`config.mk`:
```
export PLATFORM = sky130hd
export DESIGN_NAME = lsu_flat
export DESIGN_NICKNAME = d
export VERILOG_FILES = /design/src/rtl/lsu_pkg.sv /design/src/rtl/lsu_if.sv /design/src/rtl/lsu_align.sv /design/src/rtl/lsu.sv /design/src/flat_wrapper.sv
export SDC_FILE = /design/constraint.sdc
export NUM_CORES = 1
export LEC_CHECK = 0
export ABC_AREA = 0
export BUFFER_PORTS_ARGS = -buffer_cell sky130_fd_sc_hd__clkbuf_2
export CORE_ASPECT_RATIO = 1.1
export CORE_MARGIN = 2
export CORE_UTILIZATION = 46
export CTS_BUF_LIST = sky130_fd_sc_hd__clkbuf_4
export CTS_CLUSTER_DIAMETER = 120
export CTS_CLUSTER_SIZE = 30
export DETAILED_ROUTE_END_ITERATION = 8
export PLACE_DENSITY = 0.79
export SLEW_MARGIN = 20
export SYNTH_ARGS = -nofsm -noshare
export SYNTH_HDL_FRONTEND = slang
export SYNTH_SLANG_ARGS = --single-unit
```
`constraint.sdc`:
```
create_clock -name clk_i -period 1.91 [get_ports clk_i]
set_input_delay 0.382 -clock clk_i [delete_from_list [all_inputs] [get_ports clk_i]]
set_output_delay 0.382 -clock clk_i [all_outputs]
set_load 0.02 [all_outputs]
```
`src/rtl/lsu_pkg.sv`:
```
// Shared types, funct3 encodings and size helper for the load/store unit.
package lsu_pkg;

  typedef enum logic [1:0] {
    LSU_IDLE,
    LSU_REQ,
    LSU_RESP,
    LSU_ERR
  } lsu_state_t;

  localparam logic [2:0] F3_B  = 3'b000;
  localparam logic [2:0] F3_H  = 3'b001;
  localparam logic [2:0] F3_W  = 3'b010;
  localparam logic [2:0] F3_D  = 3'b011;
  localparam logic [2:0] F3_BU = 3'b100;
  localparam logic [2:0] F3_HU = 3'b101;
  localparam logic [2:0] F3_WU = 3'b110;

  // Byte mask of an access whose size is 2**sz bytes.
  function automatic logic [7:0] size_mask(input logic [1:0] sz);
    case (sz)
      2'd0:    return 8'h01;
      2'd1:    return 8'h03;
      2'd2:    return 8'h0F;
      default: return 8'hFF;
    endcase
  endfunction

endpackage

```
`src/rtl/lsu_if.sv`:
```
// Execute-side request/response bundle and data-memory bundle of the LSU.
// Signal suffixes give direction as seen from the LSU.
interface lsu_req_if #(
  parameter int XLEN       = 32,
  parameter int ADDR_WIDTH = 32
);
  logic                  req_valid_i;
  logic                  req_ready_o;
  logic                  req_we_i;
  logic [2:0]            req_funct3_i;
  logic [ADDR_WIDTH-1:0] req_addr_i;
  logic [XLEN-1:0]       req_wdata_i;
  logic [4:0]            req_rd_i;
  logic                  resp_valid_o;
  logic [XLEN-1:0]       resp_rdata_o;
  logic [4:0]            resp_rd_o;
  logic                  resp_err_o;
  logic                  busy_o;

  modport master (
    output req_valid_i, req_we_i, req_funct3_i, req_addr_i, req_wdata_i, req_rd_i,
    input  req_ready_o, resp_valid_o, resp_rdata_o, resp_rd_o, resp_err_o, busy_o
  );
  modport slave (
    input  req_valid_i, req_we_i, req_funct3_i, req_addr_i, req_wdata_i, req_rd_i,
    output req_ready_o, resp_valid_o, resp_rdata_o, resp_rd_o, resp_err_o, busy_o
  );
endinterface

interface lsu_dm_if #(
  parameter int XLEN       = 32,
  parameter int ADDR_WIDTH = 32
);
  logic                  dm_req_o;
  logic                  dm_we_o;
  logic [XLEN/8-1:0]     dm_be_o;
  logic [ADDR_WIDTH-1:0] dm_addr_o;
  logic [XLEN-1:0]       dm_din_o;
  logic [XLEN-1:0]       dm_dout_i;
  logic                  dm_ack_i;

  modport master (
    output dm_req_o, dm_we_o, dm_be_o, dm_addr_o, dm_din_o,
    input  dm_dout_i, dm_ack_i
  );
  modport slave (
    input  dm_req_o, dm_we_o, dm_be_o, dm_addr_o, dm_din_o,
    output dm_dout_i, dm_ack_i
  );
endinterface

```
`src/rtl/lsu_align.sv`:
```
// Combinational access checking, store lane shifting and load extraction.
module lsu_align
  import lsu_pkg::*;
#(
  parameter  int XLEN = 32,
  localparam int BEW  = XLEN / 8,
  localparam int OFFW = $clog2(BEW)
) (
  input  logic            we_i,
  input  logic [2:0]      funct3_i,
  input  logic [OFFW-1:0] off_i,
  input  logic [XLEN-1:0] wdata_i,
  input  logic [2:0]      ld_funct3_i,
  input  logic [OFFW-1:0] ld_off_i,
  input  logic [XLEN-1:0] ld_dout_i,
  output logic            bad_o,
  output logic [BEW-1:0]  be_o,
  output logic [XLEN-1:0] din_o,
  output logic [XLEN-1:0] rdata_o
);

  logic            legal;
  logic            misal;
  logic [2:0]      off3;
  logic [XLEN-1:0] sh;

  always_comb begin
    legal = 1'b0;
    case (funct3_i)
      F3_B, F3_H, F3_W: legal = 1'b1;
      F3_D:             legal = (XLEN == 64);
      F3_BU, F3_HU:     legal = !we_i;
      F3_WU:            legal = !we_i && (XLEN == 64);
      default:          legal = 1'b0;
    endcase
  end

  // Low offset bits must be clear up to the access size.
  assign off3  = 3'(off_i);
  assign misal = |(off3 & 3'((4'd1 << funct3_i[1:0]) - 4'd1));
  assign bad_o = !legal || misal;

  assign be_o  = BEW'(size_mask(funct3_i[1:0]) << off_i);
  assign din_o = wdata_i << {off_i, 3'b000};

  assign sh = ld_dout_i >> {ld_off_i, 3'b000};

  always_comb begin
    rdata_o = '0;
    case (ld_funct3_i)
      F3_B:    rdata_o = XLEN'($signed(sh[7:0]));
      F3_H:    rdata_o = XLEN'($signed(sh[15:0]));
      F3_W:    rdata_o = XLEN'($signed(sh[31:0]));
      F3_BU:   rdata_o = XLEN'(sh[7:0]);
      F3_HU:   rdata_o = XLEN'(sh[15:0]);
      F3_WU:   rdata_o = XLEN'(sh[31:0]);
      default: rdata_o = sh;
    endcase
  end

endmodule

```
`src/rtl/lsu.sv`:
```
// Load/store unit: accepts one access in IDLE, drives data memory until ack
// or timeout, then returns a single-cycle response.
//   state    | meaning
//   LSU_IDLE | ready for a request
//   LSU_REQ  | dm_req_o held, waiting for ack or timeout
//   LSU_RESP | response pulse for a completed access
//   LSU_ERR  | error response pulse (bad access or timeout)
module lsu
  import lsu_pkg::*;
#(
  parameter int XLEN           = 32,
  parameter int ADDR_WIDTH     = 32,
  parameter int TIMEOUT_CYCLES = 255
) (
  input logic      clk_i,
  input logic      rst_n_i,
  lsu_req_if.slave req,
  lsu_dm_if.master dm
);

  localparam int BEW  = XLEN / 8;
  localparam int OFFW = $clog2(BEW);
  localparam int CNTW = $clog2(TIMEOUT_CYCLES + 1);

  lsu_state_t            state_q;
  logic                  req_ready_q;
  logic                  resp_valid_q;
  logic                  resp_err_q;
  logic [XLEN-1:0]       resp_rdata_q;
  logic [4:0]            resp_rd_q;
  logic                  dm_req_q;
  logic                  dm_we_q;
  logic [BEW-1:0]        dm_be_q;
  logic [ADDR_WIDTH-1:0] dm_addr_q;
  logic [XLEN-1:0]       dm_din_q;
  logic [2:0]            ld_funct3_q;
  logic [OFFW-1:0]       ld_off_q;
  logic [CNTW-1:0]       cnt_q;

  logic                  bad;
  logic [BEW-1:0]        be;
  logic [XLEN-1:0]       din;
  logic [XLEN-1:0]       ld_data;

  lsu_align #(.XLEN(XLEN)) u_align (
    .we_i        (req.req_we_i),
    .funct3_i    (req.req_funct3_i),
    .off_i       (req.req_addr_i[OFFW-1:0]),
    .wdata_i     (req.req_wdata_i),
    .ld_funct3_i (ld_funct3_q),
    .ld_off_i    (ld_off_q),
    .ld_dout_i   (dm.dm_dout_i),
    .bad_o       (bad),
    .be_o        (be),
    .din_o       (din),
    .rdata_o     (ld_data)
  );

  always_ff @(posedge clk_i or negedge rst_n_i) begin
    if (!rst_n_i) begin
      state_q      <= LSU_IDLE;
      req_ready_q  <= 1'b1;
      resp_valid_q <= 1'b0;
      resp_err_q   <= 1'b0;
      resp_rdata_q <= '0;
      resp_rd_q    <= '0;
      dm_req_q     <= 1'b0;
      dm_we_q      <= 1'b0;
      dm_be_q      <= '0;
      dm_addr_q    <= '0;
      dm_din_q     <= '0;
      ld_funct3_q  <= '0;
      ld_off_q     <= '0;
      cnt_q        <= '0;
    end else begin
      resp_valid_q <= 1'b0;
      resp_err_q   <= 1'b0;
      case (state_q)
        LSU_IDLE: begin
          if (req.req_valid_i) begin
            req_ready_q  <= 1'b0;
            resp_rd_q    <= req.req_rd_i;
            resp_rdata_q <= '0;
            ld_funct3_q  <= req.req_funct3_i;
            ld_off_q     <= req.req_addr_i[OFFW-1:0];
            if (bad) begin
              state_q      <= LSU_ERR;
              resp_valid_q <= 1'b1;
              resp_err_q   <= 1'b1;
            end else begin
              state_q   <= LSU_REQ;
              dm_req_q  <= 1'b1;
              dm_we_q   <= req.req_we_i;
              dm_be_q   <= be;
              dm_addr_q <= {req.req_addr_i[ADDR_WIDTH-1:OFFW], {OFFW{1'b0}}};
              dm_din_q  <= req.req_we_i ? din : '0;
              cnt_q     <= CNTW'(TIMEOUT_CYCLES - 1);
            end
          end
        end
        LSU_REQ: begin
          if (dm.dm_ack_i) begin
            state_q      <= LSU_RESP;
            dm_req_q     <= 1'b0;
            resp_valid_q <= 1'b1;
            resp_rdata_q <= dm_we_q ? '0 : ld_data;
          end else if (cnt_q == '0) begin
            state_q      <= LSU_ERR;
            dm_req_q     <= 1'b0;
            resp_valid_q <= 1'b1;
            resp_err_q   <= 1'b1;
          end else begin
            cnt_q <= cnt_q - 1'b1;
          end
        end
        default: begin
          state_q     <= LSU_IDLE;
          req_ready_q <= 1'b1;
        end
      endcase
    end
  end

  assign req.req_ready_o  = req_ready_q;
  assign req.resp_valid_o = resp_valid_q;
  assign req.resp_err_o   = resp_err_q;
  assign req.resp_rdata_o = resp_rdata_q;
  assign req.resp_rd_o    = resp_rd_q;
  assign req.busy_o       = (state_q != LSU_IDLE);

  assign dm.dm_req_o  = dm_req_q;
  assign dm.dm_we_o   = dm_we_q;
  assign dm.dm_be_o   = dm_be_q;
  assign dm.dm_addr_o = dm_addr_q;
  assign dm.dm_din_o  = dm_din_q;

endmodule

```
`src/flat_wrapper.sv`:
```
// flat-port wrapper written by rule: the top's interface ports become plain ports
module lsu_flat import lsu_pkg::*;
#(
  parameter int XLEN           = 32,
  parameter int ADDR_WIDTH     = 32,
  parameter int TIMEOUT_CYCLES = 255
)
  (clk_i, rst_n_i, req_req_valid_i, req_req_we_i, req_req_funct3_i, req_req_addr_i, req_req_wdata_i, req_req_rd_i, req_req_ready_o, req_resp_valid_o, req_resp_rdata_o, req_resp_rd_o, req_resp_err_o, req_busy_o, dm_dm_req_o, dm_dm_we_o, dm_dm_be_o, dm_dm_addr_o, dm_dm_din_o, dm_dm_dout_i, dm_dm_ack_i);
  lsu_req_if #(.XLEN(XLEN), .ADDR_WIDTH(ADDR_WIDTH)) req_i ();
  lsu_dm_if #(.XLEN(XLEN), .ADDR_WIDTH(ADDR_WIDTH)) dm_i ();
  input logic clk_i;
  input logic rst_n_i;
  input wire logic [$bits(req_i.req_valid_i)-1:0] req_req_valid_i;
  input wire logic [$bits(req_i.req_we_i)-1:0] req_req_we_i;
  input wire logic [$bits(req_i.req_funct3_i)-1:0] req_req_funct3_i;
  input wire logic [$bits(req_i.req_addr_i)-1:0] req_req_addr_i;
  input wire logic [$bits(req_i.req_wdata_i)-1:0] req_req_wdata_i;
  input wire logic [$bits(req_i.req_rd_i)-1:0] req_req_rd_i;
  output wire logic [$bits(req_i.req_ready_o)-1:0] req_req_ready_o;
  output wire logic [$bits(req_i.resp_valid_o)-1:0] req_resp_valid_o;
  output wire logic [$bits(req_i.resp_rdata_o)-1:0] req_resp_rdata_o;
  output wire logic [$bits(req_i.resp_rd_o)-1:0] req_resp_rd_o;
  output wire logic [$bits(req_i.resp_err_o)-1:0] req_resp_err_o;
  output wire logic [$bits(req_i.busy_o)-1:0] req_busy_o;
  output wire logic [$bits(dm_i.dm_req_o)-1:0] dm_dm_req_o;
  output wire logic [$bits(dm_i.dm_we_o)-1:0] dm_dm_we_o;
  output wire logic [$bits(dm_i.dm_be_o)-1:0] dm_dm_be_o;
  output wire logic [$bits(dm_i.dm_addr_o)-1:0] dm_dm_addr_o;
  output wire logic [$bits(dm_i.dm_din_o)-1:0] dm_dm_din_o;
  input wire logic [$bits(dm_i.dm_dout_i)-1:0] dm_dm_dout_i;
  input wire logic [$bits(dm_i.dm_ack_i)-1:0] dm_dm_ack_i;
  assign req_i.req_valid_i = req_req_valid_i;
  assign req_i.req_we_i = req_req_we_i;
  assign req_i.req_funct3_i = req_req_funct3_i;
  assign req_i.req_addr_i = req_req_addr_i;
  assign req_i.req_wdata_i = req_req_wdata_i;
  assign req_i.req_rd_i = req_req_rd_i;
  assign req_req_ready_o = req_i.req_ready_o;
  assign req_resp_valid_o = req_i.resp_valid_o;
  assign req_resp_rdata_o = req_i.resp_rdata_o;
  assign req_resp_rd_o = req_i.resp_rd_o;
  assign req_resp_err_o = req_i.resp_err_o;
  assign req_busy_o = req_i.busy_o;
  assign dm_dm_req_o = dm_i.dm_req_o;
  assign dm_dm_we_o = dm_i.dm_we_o;
  assign dm_dm_be_o = dm_i.dm_be_o;
  assign dm_dm_addr_o = dm_i.dm_addr_o;
  assign dm_dm_din_o = dm_i.dm_din_o;
  assign dm_i.dm_dout_i = dm_dm_dout_i;
  assign dm_i.dm_ack_i = dm_dm_ack_i;
  lsu #(.XLEN(XLEN), .ADDR_WIDTH(ADDR_WIDTH), .TIMEOUT_CYCLES(TIMEOUT_CYCLES)) u_core (.clk_i(clk_i), .rst_n_i(rst_n_i), .req(req_i), .dm(dm_i));
endmodule
```
==> results_dict.tcl, run 1 <==
set metrics [dict create \
    status "finished, final reports clean" \
    overflow 0 \
    clk_pin_slew_ps 110 \
    hold_viol 0 \
    numCtsBuffers 17 \
    chipWidth_um 111.5 \
    grt_max_degree 52 \
    wl_per_cell_um 17.46 \
    io_pins 220 \
    syn_to_final_growth_pct 29.84 \
    netlist_top_cells_count "122 x dfrtp_1, 86 x nand2_1, 60 x o21ai_0" \
    fmax_ghz 0.5528 \
    portBuffers 217 \
    track_usage 0.2402 \
    post_dp_cell_area_um2 7179 \
    synth_flop_cell "dfrtp_1" \
    worst_slack_ps 100.9 \
    powerDensity_nw_per_um2 1515 \
    clkLatencyLatePin_ps 550 \
    worst_setup_path_end_kind "flip-flop" \
    async_reset_ff_frac 1.000 \
    cts_tree "built" \
    pwr-share-comb 0.447 \
    drc_errors 0 \
    ys_types 49 \
    coreArea_um2 12480 \
    power.leakage_nw 3.801 \
    first_pass_iters 7 \
    final-setup-viol-count 0 \
    yosysTopAreaCell "dfrtp_1" \
    clock-sinks 123 \
    num-nets-final 873 \
    yosysSeqAreaShare 0.5269 \
    die_h_um 122.2 \
    synth_area_um2 5844 \
    vias 5115 \
    finalMaxSlewViolations 0 \
    rsz0062_at_grt "no" \
    cp_max_fo 16 \
    power_frac_clock 0.173 \
    start_kind "flip-flop" \
    worstMarginPinSlew_ps 724.0 \
    pre_cts_slack_ps -18.34 \
    antenna_found_initial 0 \
    seqPwrFrac 0.380 \
    design_area_um2 7589 \
    dpl.hpwl_um 11940 \
    clock_path_buffers 2 \
    yosys_warnings 0 \
    ir_drop_mv 0.9906 \
    yosysTopAreaCellShare 0.5224 \
    swShare 0.4092 \
    clock-root-buffer "clkbuf_4" \
    path_class "flip-flop to flip-flop" \
    slew-limit-headroom 0.5163 \
    totalWireLength_um 16290 \
    nFillCells 1028 \
    r2r_setup_slack_ps 100 \
    synth_edf_count 0 \
    critPathArrivalTime_ps 2240 \
    layout-drive-gt1-share 0.4477 \
    grt_pass1_wl_um 25890 \
    drt_iter0_drc 391 \
    ant_nets 0 \
    grt_pass1_vias 5239 \
    skew_ps 21.66 \
    synth_most_common_cell "dfrtp_1" \
    yosys-top-cells-area "dfrtp_1 52%, mux2_2 11%, mux2i_1 5.8%" \
    required_ps 2340 \
    place.gp.congestion 0.8845 \
    p_int_w 0.006790 \
    cap_viol_max_count 0 \
    via_per_inst 5.482 \
    cts.htree.levels 4 \
    netlist_instances 538 \
    dieArea_um2 13620 \
    worst_hold_path_type "input port to flip-flop" \
    post-route-period-util 0.9472 \
    period_minus_slack_ps 1809 \
    initial_utilization 0.4682 \
    syn_area_per_cell_um2 10.86 \
    p_sw_w 0.004703 \
    ys_ff_latch 123 \
    fp-row-count 43 \
]
## path summary, 6_finish.rpt
check	endpoint	startpoint	cells past startpoint
worst max register to register	u_core.req.resp_rdata_o[22]$_DFFE_PN0P_	u_core.ld_off_q[0]$_DFFE_PN0P_	4
max in group asynchronous	u_core.req.resp_rdata_o[10]$_DFFE_PN0P_	rst_n_i	3
worst min-delay path	u_core.dm.dm_addr_o[30]$_DFFE_PN0P_	req_req_addr_i[30]	2
worst max-delay path	u_core.req.resp_rdata_o[22]$_DFFE_PN0P_	u_core.ld_off_q[0]$_DFFE_PN0P_	4
min in group asynchronous	u_core.req.resp_rd_o[3]$_DFFE_PN0P_	rst_n_i	2
worst min register to register	u_core.dm.dm_din_o[6]$_DFFE_PN0P_	u_core.dm.dm_din_o[6]$_DFFE_PN0P_	2
## placed cells by master (no fill, tap or decap), types with 4 or more instances in the layout
cell | netlist | routed
o211ai_1 | 10 | 10
inv_1 | 4 | 4
bufinv_16 | 0 | 4
a21oi_1 | 19 | 19
nor2_1 | 18 | 18
buf_4 | 2 | 25
nand2_1 | 86 | 86
nand3b_1 | 8 | 8
clkinv_1 | 0 | 6
o31ai_1 | 4 | 4
o2bb2ai_1 | 8 | 8
dfrtp_1 | 122 | 120
o21ai_0 | 60 | 60
mux2i_1 | 34 | 34
a221o_1 | 16 | 16
clkbuf_4 | 0 | 20
clkbuf_2 | 0 | 215
mux2_2 | 56 | 56
buf_12 | 0 | 5
## worst max-delay path: stages, from the launching register on
cell,delay (ps)
dfrtp_1,410
mux2_4,310
or3b_1,360
and4_2,330
a221o_1,300
## timing repair
| item | 4_1_cts | 5_1_grt |
|---|---|---|
| hold endpoints to repair | 31 | 0 |
| endpoints found under the setup margin | 3 | 28 |
| pin swaps | 0 | 2 |
| setup buffers | 1 | 5 |
| hold buffers | 1 | 0 |
| resized for setup | 2 | 12 |
## power by group through the flow
stage	registers, W	logic [W]	clock network (W)
after floorplan	0.00540	0.00215	0
after global placement	0.00433	0.00488	0
after detailed placement	0.00439	0.00501	0
after CTS	0.00435	0.00504	0.00204
after global routing	0.00451	0.00554	0.00215
final	0.00437	0.00513	0.00199
## metrics by stage
stage	setup TNS (ps)	instances	total power, W	hold slack (ps)	util
after floorplan	0	539	0.007554	86.41	-
after global placement	0	893	0.009213	353.5	0.5752
after detailed placement	-55.30	893	0.009396	363.4	0.5752
after CTS	0	927	0.01143	11.47	0.6014
after global routing	0	932	0.01220	7.848	0.6078
final	0	933	0.01149	53.63	0.6080
## sequential cells by signal, summed over array words and instances, names as in the netlist, 2 cells and up
| name | flops |
|---|---|
| u_core.ld_off_q | 2 |
| u_core.dm.dm_addr_o | 30 |
| u_core.req.resp_rd_o | 5 |
| u_core.req.resp_rdata_o | 32 |
| u_core.ld_funct3_q | 3 |
| u_core.state_q | 2 |
| u_core.dm.dm_din_o | 32 |
| u_core.dm.dm_be_o | 4 |
| u_core.cnt_q | 8 |
## kinds of logic (layout without fill, tap and decap cells)
family                   count (synthesis)  in the layout  synth area share
XOR/XNOR                                 3              3          0.004497
other                                    1              3         0.0006416
AO/OA/AOI/OAI                          124            124            0.1340
adder cells (fa/ha/maj)                  2              2          0.004281
flip-flops                             123            123            0.5269
buffers and inverters                   47            283           0.03682
AND/OR/NAND/NOR                        146            146            0.1203
multiplexers                            92             92            0.1726
## area by class of cell
class,count,area (µm²),share of cell area
Tap cell,157,196.4,0.02589
Multi-Input combinational cell,369,2605,0.3433
Sequential cell,123,3082,0.4061
Antenna cell,1,2.502,0.0003298
Inverter,4,15.01,0.001979
Clock buffer,20,150.1,0.01979
Timing Repair Buffer,247,1385,0.1825
Clock inverter,12,152.6,0.02012
## routing by layer
metal	up-vias	GRT usage	share of wire
met1	2454	0.2845	0.40
met5	-	0	0
met3	33	0.08494	0.085
li1	2366	-	-
met4	0	0.1019	0.028
met2	262	0.4013	0.49
Note: power is estimated with default switching activity, not from simulation.
==> inputs of run 2 (changes only) <==
Settings changed: CORE_UTILIZATION 46 to 38, GPL_TIMING_DRIVEN from default to 0, PLACE_DENSITY 0.79 to 0.67.
==> results_dict.tcl, run 2 (same netlist as run 1, synthesis figures left out) <==
set metrics [dict create \
    fmax_ghz 0.5282 \
    dpl.hpwl_um 13320 \
    final-setup-viol-count 0 \
    rsz0062_at_grt "yes" \
    ir_drop_mv 0.9003 \
    worstReg2RegStart "u_core.ld_off_q[0]$_DFFE_PN0P_" \
    layout-drive-gt1-share 0.4368 \
    min_from "req_req_addr_i[19]" \
    ant_nets 0 \
    status "finished, final reports clean" \
    vias 5157 \
    max_stage_delay_ps 430 \
    cts.htree.levels 4 \
    num-nets-final 897 \
    critPathArrivalTime_ps 2320 \
    whs_path_depth 2 \
    critical_path.cell_chain "mux2_4, or3b_1, and4_1, buf_6, buf_6, a221o_1" \
    worst_slack_ps 16.64 \
    cp_max_fo 4 \
    hold_viol 0 \
    fp-row-count 47 \
    place.gp.congestion 0.8421 \
    path_class "flip-flop to flip-flop" \
    dieArea_um2 16390 \
    r2r_end "u_core.req.resp_rdata_o[21]$_DFFE_PN0P_" \
    wl_per_cell_um 17.93 \
    initial_utilization 0.3882 \
    numCtsBuffers 17 \
    place_inst 952 \
    final_cell_mix "217 x clkbuf_2, 120 x dfrtp_1, 86 x nand2_1" \
    overflow 0 \
    cap_viol_max_count 0 \
    chipWidth_um 122.2 \
    clock-sinks 123 \
    totalWireLength_um 17840 \
    start_kind "flip-flop" \
    clock_path_buffers 2 \
    r2r.worst_path.cells 6 \
    hold-path-endpoint "u_core.dm.dm_addr_o[19]$_DFFE_PN0P_" \
    io_pins 220 \
    power.leakage_nw 3.799 \
    clk_pin_slew_ps 120 \
    worst_setup_path_end_kind "flip-flop" \
    slew-limit-headroom 0.3193 \
    syn_to_final_growth_pct 31.66 \
    holdWs_ps 64.94 \
    worstMarginPinSlew_ps 1019 \
    required_ps 2330 \
    skew_ps 14.38 \
    via_per_inst 5.183 \
    cts_tree "built" \
    powerDensity_nw_per_um2 1494 \
    period_minus_slack_ps 1893 \
    track_usage 0.2232 \
    antenna_found_initial 0 \
    first_pass_iters 4 \
    crit_slowest_cell "dfrtp_1" \
    grt_pass1_vias 5233 \
    die_h_um 134.1 \
    worst_hold_path_type "input port to flip-flop" \
    finalMaxSlewViolations 0 \
    coreArea_um2 15050 \
    grt_max_degree 78 \
    layout_commonest_cell "clkbuf_2" \
    power_w 0.01149 \
    n_antenna_cell 0 \
    nFillCells 1461 \
    pre_cts_slack_ps -544.5 \
    drc_errors 0 \
    r2r_setup_slack_ps 20 \
    post-route-period-util 0.9913 \
    grt_pass1_wl_um 28060 \
    clkLatencyLatePin_ps 540 \
    clock-root-buffer "clkbuf_4" \
    portBuffers 216 \
    crit_top_cell "buf_6" \
    finalNonFillerCells 995 \
    drt_iter0_drc 342 \
]
run 2: through the flow:
stage	util	setup TNS (ps)	instance area (µm²)
floorplan	-	0	5848
finish	0.5111	0	7695
global placement	0.4766	-215730	7174
detailed placement	0.4790	-28850	7211
global route	0.5111	-872.0	7695
CTS	0.5081	-415.4	7650
run 2: power by group:
| part | leakage [nW] | internal, W | total (W) | switching [W] |
|---|---|---|---|---|
| Sequential | 1.56 | 0.00365 | 0.00436 | 0.000707 |
| Combinational | 2.11 | 0.00215 | 0.00530 | 0.00315 |
| Clock | 0.134 | 0.000770 | 0.00183 | 0.00106 |
| Total | 3.80 | 0.00658 | 0.0115 | 0.00492 |
run 2: layout make-up:
class	count	area, µm²	share of cell area
clock inverters	15	150.1	0.01951
clock buffers	17	127.6	0.01659
plain buffers	40	198.9	0.02585
repair buffers	231	1270	0.1650
well taps	196	245.2	0.03187
multi-input cells	369	2606	0.3387
flip-flops and latches	123	3082	0.4005
inverters	4	15.01	0.001951
run 2: what timing repair did:
action                                  in CTS  in global routing
pin swaps                                    3                  3
resized for setup                           20                  7
hold buffers                                 1                  0
endpoints found under the hold margin       45                  0
endpoints found under the setup margin      96                 30
cloned                                       1                  0
buffers inserted                             7                  5
run 2: worst max-delay path by stage:
| stage | start | end | slack, ps | cells past startpoint |
|---|---|---|---|---|
| floorplan | u_core.cnt_q[0]$_DFFE_PN0P_ | u_core.dm.dm_req_o$_DFFE_PN0P_ | 2 | 6 |
| global placement | rst_n_i | u_core.dm.dm_din_o[6]$_DFFE_PN0P_ | -1550 | 1 |
| detailed placement | req_req_addr_i[0] | u_core.dm.dm_addr_o[29]$_DFFE_PN0P_ | -540 | 6 |
| CTS | u_core.ld_off_q[0]$_DFFE_PN0P_ | u_core.req.resp_rdata_o[21]$_DFFE_PN0P_ | -40 | 7 |
| global route | u_core.ld_off_q[0]$_DFFE_PN0P_ | u_core.req.resp_rdata_o[22]$_DFFE_PN0P_ | -70 | 6 |
| finish | u_core.ld_off_q[0]$_DFFE_PN0P_ | u_core.req.resp_rdata_o[21]$_DFFE_PN0P_ | 20 | 6 |
run 2: metal layers:
layer	vias up	share of wire	GRT usage
met4	0	0.015	0.07216
met1	2474	0.42	0.2787
met2	238	0.47	0.3546
met3	21	0.096	0.08716
met5	-	0	0
li1	2424	-	-
run 2: critical path: cells and delay by family (launching register included):
kind                   cells  cell delay (ps)
DFF                        1              430
buffers and inverters      2              260
muxes                      1              310
and+or+nand+nor            2              520
AOI/OAI and AO/OA          1              260
==> inputs of run 3 (changes only) <==
Settings changed: CELL_PAD_IN_SITES_DETAIL_PLACEMENT from default to 1, CELL_PAD_IN_SITES_GLOBAL_PLACEMENT from default to 2, CORE_UTILIZATION 38 to 28, PLACE_DENSITY 0.67 to default, PLACE_DENSITY_LB_ADDON from default to 0.1.
==> results_dict.tcl, run 3 (same netlist as run 1, synthesis figures left out) <==
set metrics [dict create \
    vias 5207 \
    num-nets-final 913 \
    min_from "req_req_addr_i[27]" \
    cap_viol_max_count 0 \
    powerDensity_nw_per_um2 1432 \
    worstReg2RegStart "u_core.ld_off_q[0]$_DFFE_PN0P_" \
    slew-limit-headroom 0.3731 \
    r2r_end "u_core.req.resp_rdata_o[25]$_DFFE_PN0P_" \
    setup_tns_ps -30.89 \
    grt_pass1_wl_um 31120 \
    fmax_ghz 0.5189 \
    cp_max_fo 5 \
    cts_tree "built" \
    drt_iter0_drc 185 \
    max_stage_delay_ps 430 \
    ir_drop_mv 0.4396 \
    numCtsBuffers 17 \
    r2r.worst_path.cells 6 \
    worst_slack_ps -17.05 \
    clock_path_buffers 2 \
    clkLatencyLatePin_ps 550 \
    worstMarginPinSlew_ps 938.3 \
    dpl.hpwl_um 14950 \
    clock-sinks 123 \
    io_pins 220 \
    failed_checks "negative setup slack" \
    first_pass_iters 4 \
    track_usage 0.1854 \
    portBuffers 216 \
    via_per_inst 4.857 \
    grt_pass1_vias 5727 \
    cpLargestDelayFamily "simple AND/OR/NAND/NOR gates" \
    layout_commonest_cell "clkbuf_2" \
    grt_max_degree 70 \
    whs_path_depth 2 \
    antenna_found_initial 1 \
    fp-row-count 55 \
    final_cell_mix "221 x clkbuf_2, 120 x dfrtp_1, 86 x nand2_1" \
    skew_ps 27.20 \
    place_inst 1012 \
    worst_hold_path_type "input port to flip-flop" \
    holdWs_ps 64.12 \
    finalNonFillerCells 1072 \
    coreArea_um2 20510 \
    totalWireLength_um 20030 \
    layout-drive-gt1-share 0.4331 \
    period_minus_slack_ps 1927 \
    finalMaxSlewViolations 0 \
    drc_errors 0 \
    start_kind "flip-flop" \
    post_dp_cell_area_um2 7286 \
    design_area_um2 7911 \
    wl_per_cell_um 18.69 \
    cts.htree.levels 4 \
    overflow 0 \
    r2r_setup_slack_ps -20 \
    status "finished with violations" \
    die_h_um 155.5 \
    syn_to_final_growth_pct 35.37 \
    path_class "flip-flop to flip-flop" \
    power_w 0.01133 \
    worst_setup_path_end_kind "flip-flop" \
    ant_nets 0 \
    place.gp.congestion 0.7593 \
    clk_pin_slew_ps 120 \
    final-setup-viol-count 2 \
    crit_slowest_cell "dfrtp_1" \
    required_ps 2350 \
    post-route-period-util 1.009 \
    worstPathBufferInverterCount 2 \
    critical_path.cell_chain "mux2_4, or3b_1, and4_1, buf_6, clkbuf_16, a221o_1" \
    clock-root-buffer "clkbuf_4" \
    chipWidth_um 141.8 \
    nFillCells 2388 \
    hold_viol 0 \
    power.leakage_nw 3.865 \
    hold-path-endpoint "u_core.dm.dm_addr_o[27]$_DFFE_PN0P_" \
    rsz0062_at_grt "yes" \
    dieArea_um2 22050 \
    initial_utilization 0.2850 \
    critPathArrivalTime_ps 2360 \
]
run 3: worst max path at each step:
| stage | startpoint | endpoint | slack [ps] | cells after the start |
|---|---|---|---|---|
| finish | u_core.ld_off_q[0]$_DFFE_PN0P_ | u_core.req.resp_rdata_o[25]$_DFFE_PN0P_ | -20 | 6 |
| global route | u_core.state_q[0]$_DFFE_PN0P_ | u_core.req.resp_rdata_o[31]$_DFFE_PN0P_ | -70 | 5 |
| CTS | u_core.ld_off_q[0]$_DFFE_PN0P_ | u_core.req.resp_rdata_o[31]$_DFFE_PN0P_ | -50 | 7 |
| detailed placement | req_req_addr_i[0] | u_core.dm.dm_addr_o[28]$_DFFE_PN0P_ | -610 | 6 |
| floorplan | u_core.cnt_q[0]$_DFFE_PN0P_ | u_core.dm.dm_req_o$_DFFE_PN0P_ | 2 | 6 |
| global placement | rst_n_i | u_core.dm.dm_addr_o[5]$_DFFE_PN0P_ | -1590 | 1 |
run 3: repair_timing:
| item | 4_1_cts | 5_1_grt |
|---|---|---|
| endpoints found under the setup margin | 102 | 64 |
| hold endpoints to repair | 80 | 4 |
| hold buffers | 14 | 4 |
| pin swaps | 3 | 3 |
| setup buffers | 9 | 3 |
| gates cloned | 0 | 1 |
| gates resized for setup | 18 | 20 |
run 3: where the power goes:
| part | total [W] | internal, W | switching [W] |
|---|---|---|---|
| Clock | 0.00160 | 0.000505 | 0.00110 |
| Combinational | 0.00539 | 0.00218 | 0.00321 |
| Sequential | 0.00433 | 0.00365 | 0.000679 |
| Total | 0.0113 | 0.00634 | 0.00498 |
run 3: final cells by class:
cell class | count | area [µm²] | share of cell area
Clock buffer | 17 | 127.6 | 0.01613
Tap cell | 256 | 320.3 | 0.04049
Buffer | 39 | 198.9 | 0.02515
Sequential cell | 123 | 3082 | 0.3895
Clock inverter | 15 | 101.3 | 0.01281
Antenna cell | 1 | 2.502 | 0.0003163
Timing Repair Buffer | 248 | 1435 | 0.1814
Multi-Input combinational cell | 369 | 2629 | 0.3323
Inverter | 4 | 15.01 | 0.001898
run 3: per-stage QoR:
| stage | setup WS, ps | utilization |
|---|---|---|
| floorplan | 1.844 | - |
| global placement | -1586 | 0.3535 |
| detailed placement | -608.6 | 0.3553 |
| CTS | -47.78 | 0.3798 |
| global route | -72.06 | 0.3858 |
| finish | -17.05 | 0.3858 |
run 3: layer usage:
| metal | routed length [µm] | vias up | share of wire | track usage |
|---|---|---|---|---|
| li1 | - | 2442 | - | - |
| met4 | 469 | 0 | 0.023 | 0.07143 |
| met5 | 0 | - | 0 | 0 |
| met2 | 10060 | 158 | 0.50 | 0.3227 |
| met1 | 8351 | 2578 | 0.42 | 0.2155 |
| met3 | 1149 | 29 | 0.057 | 0.05355 |
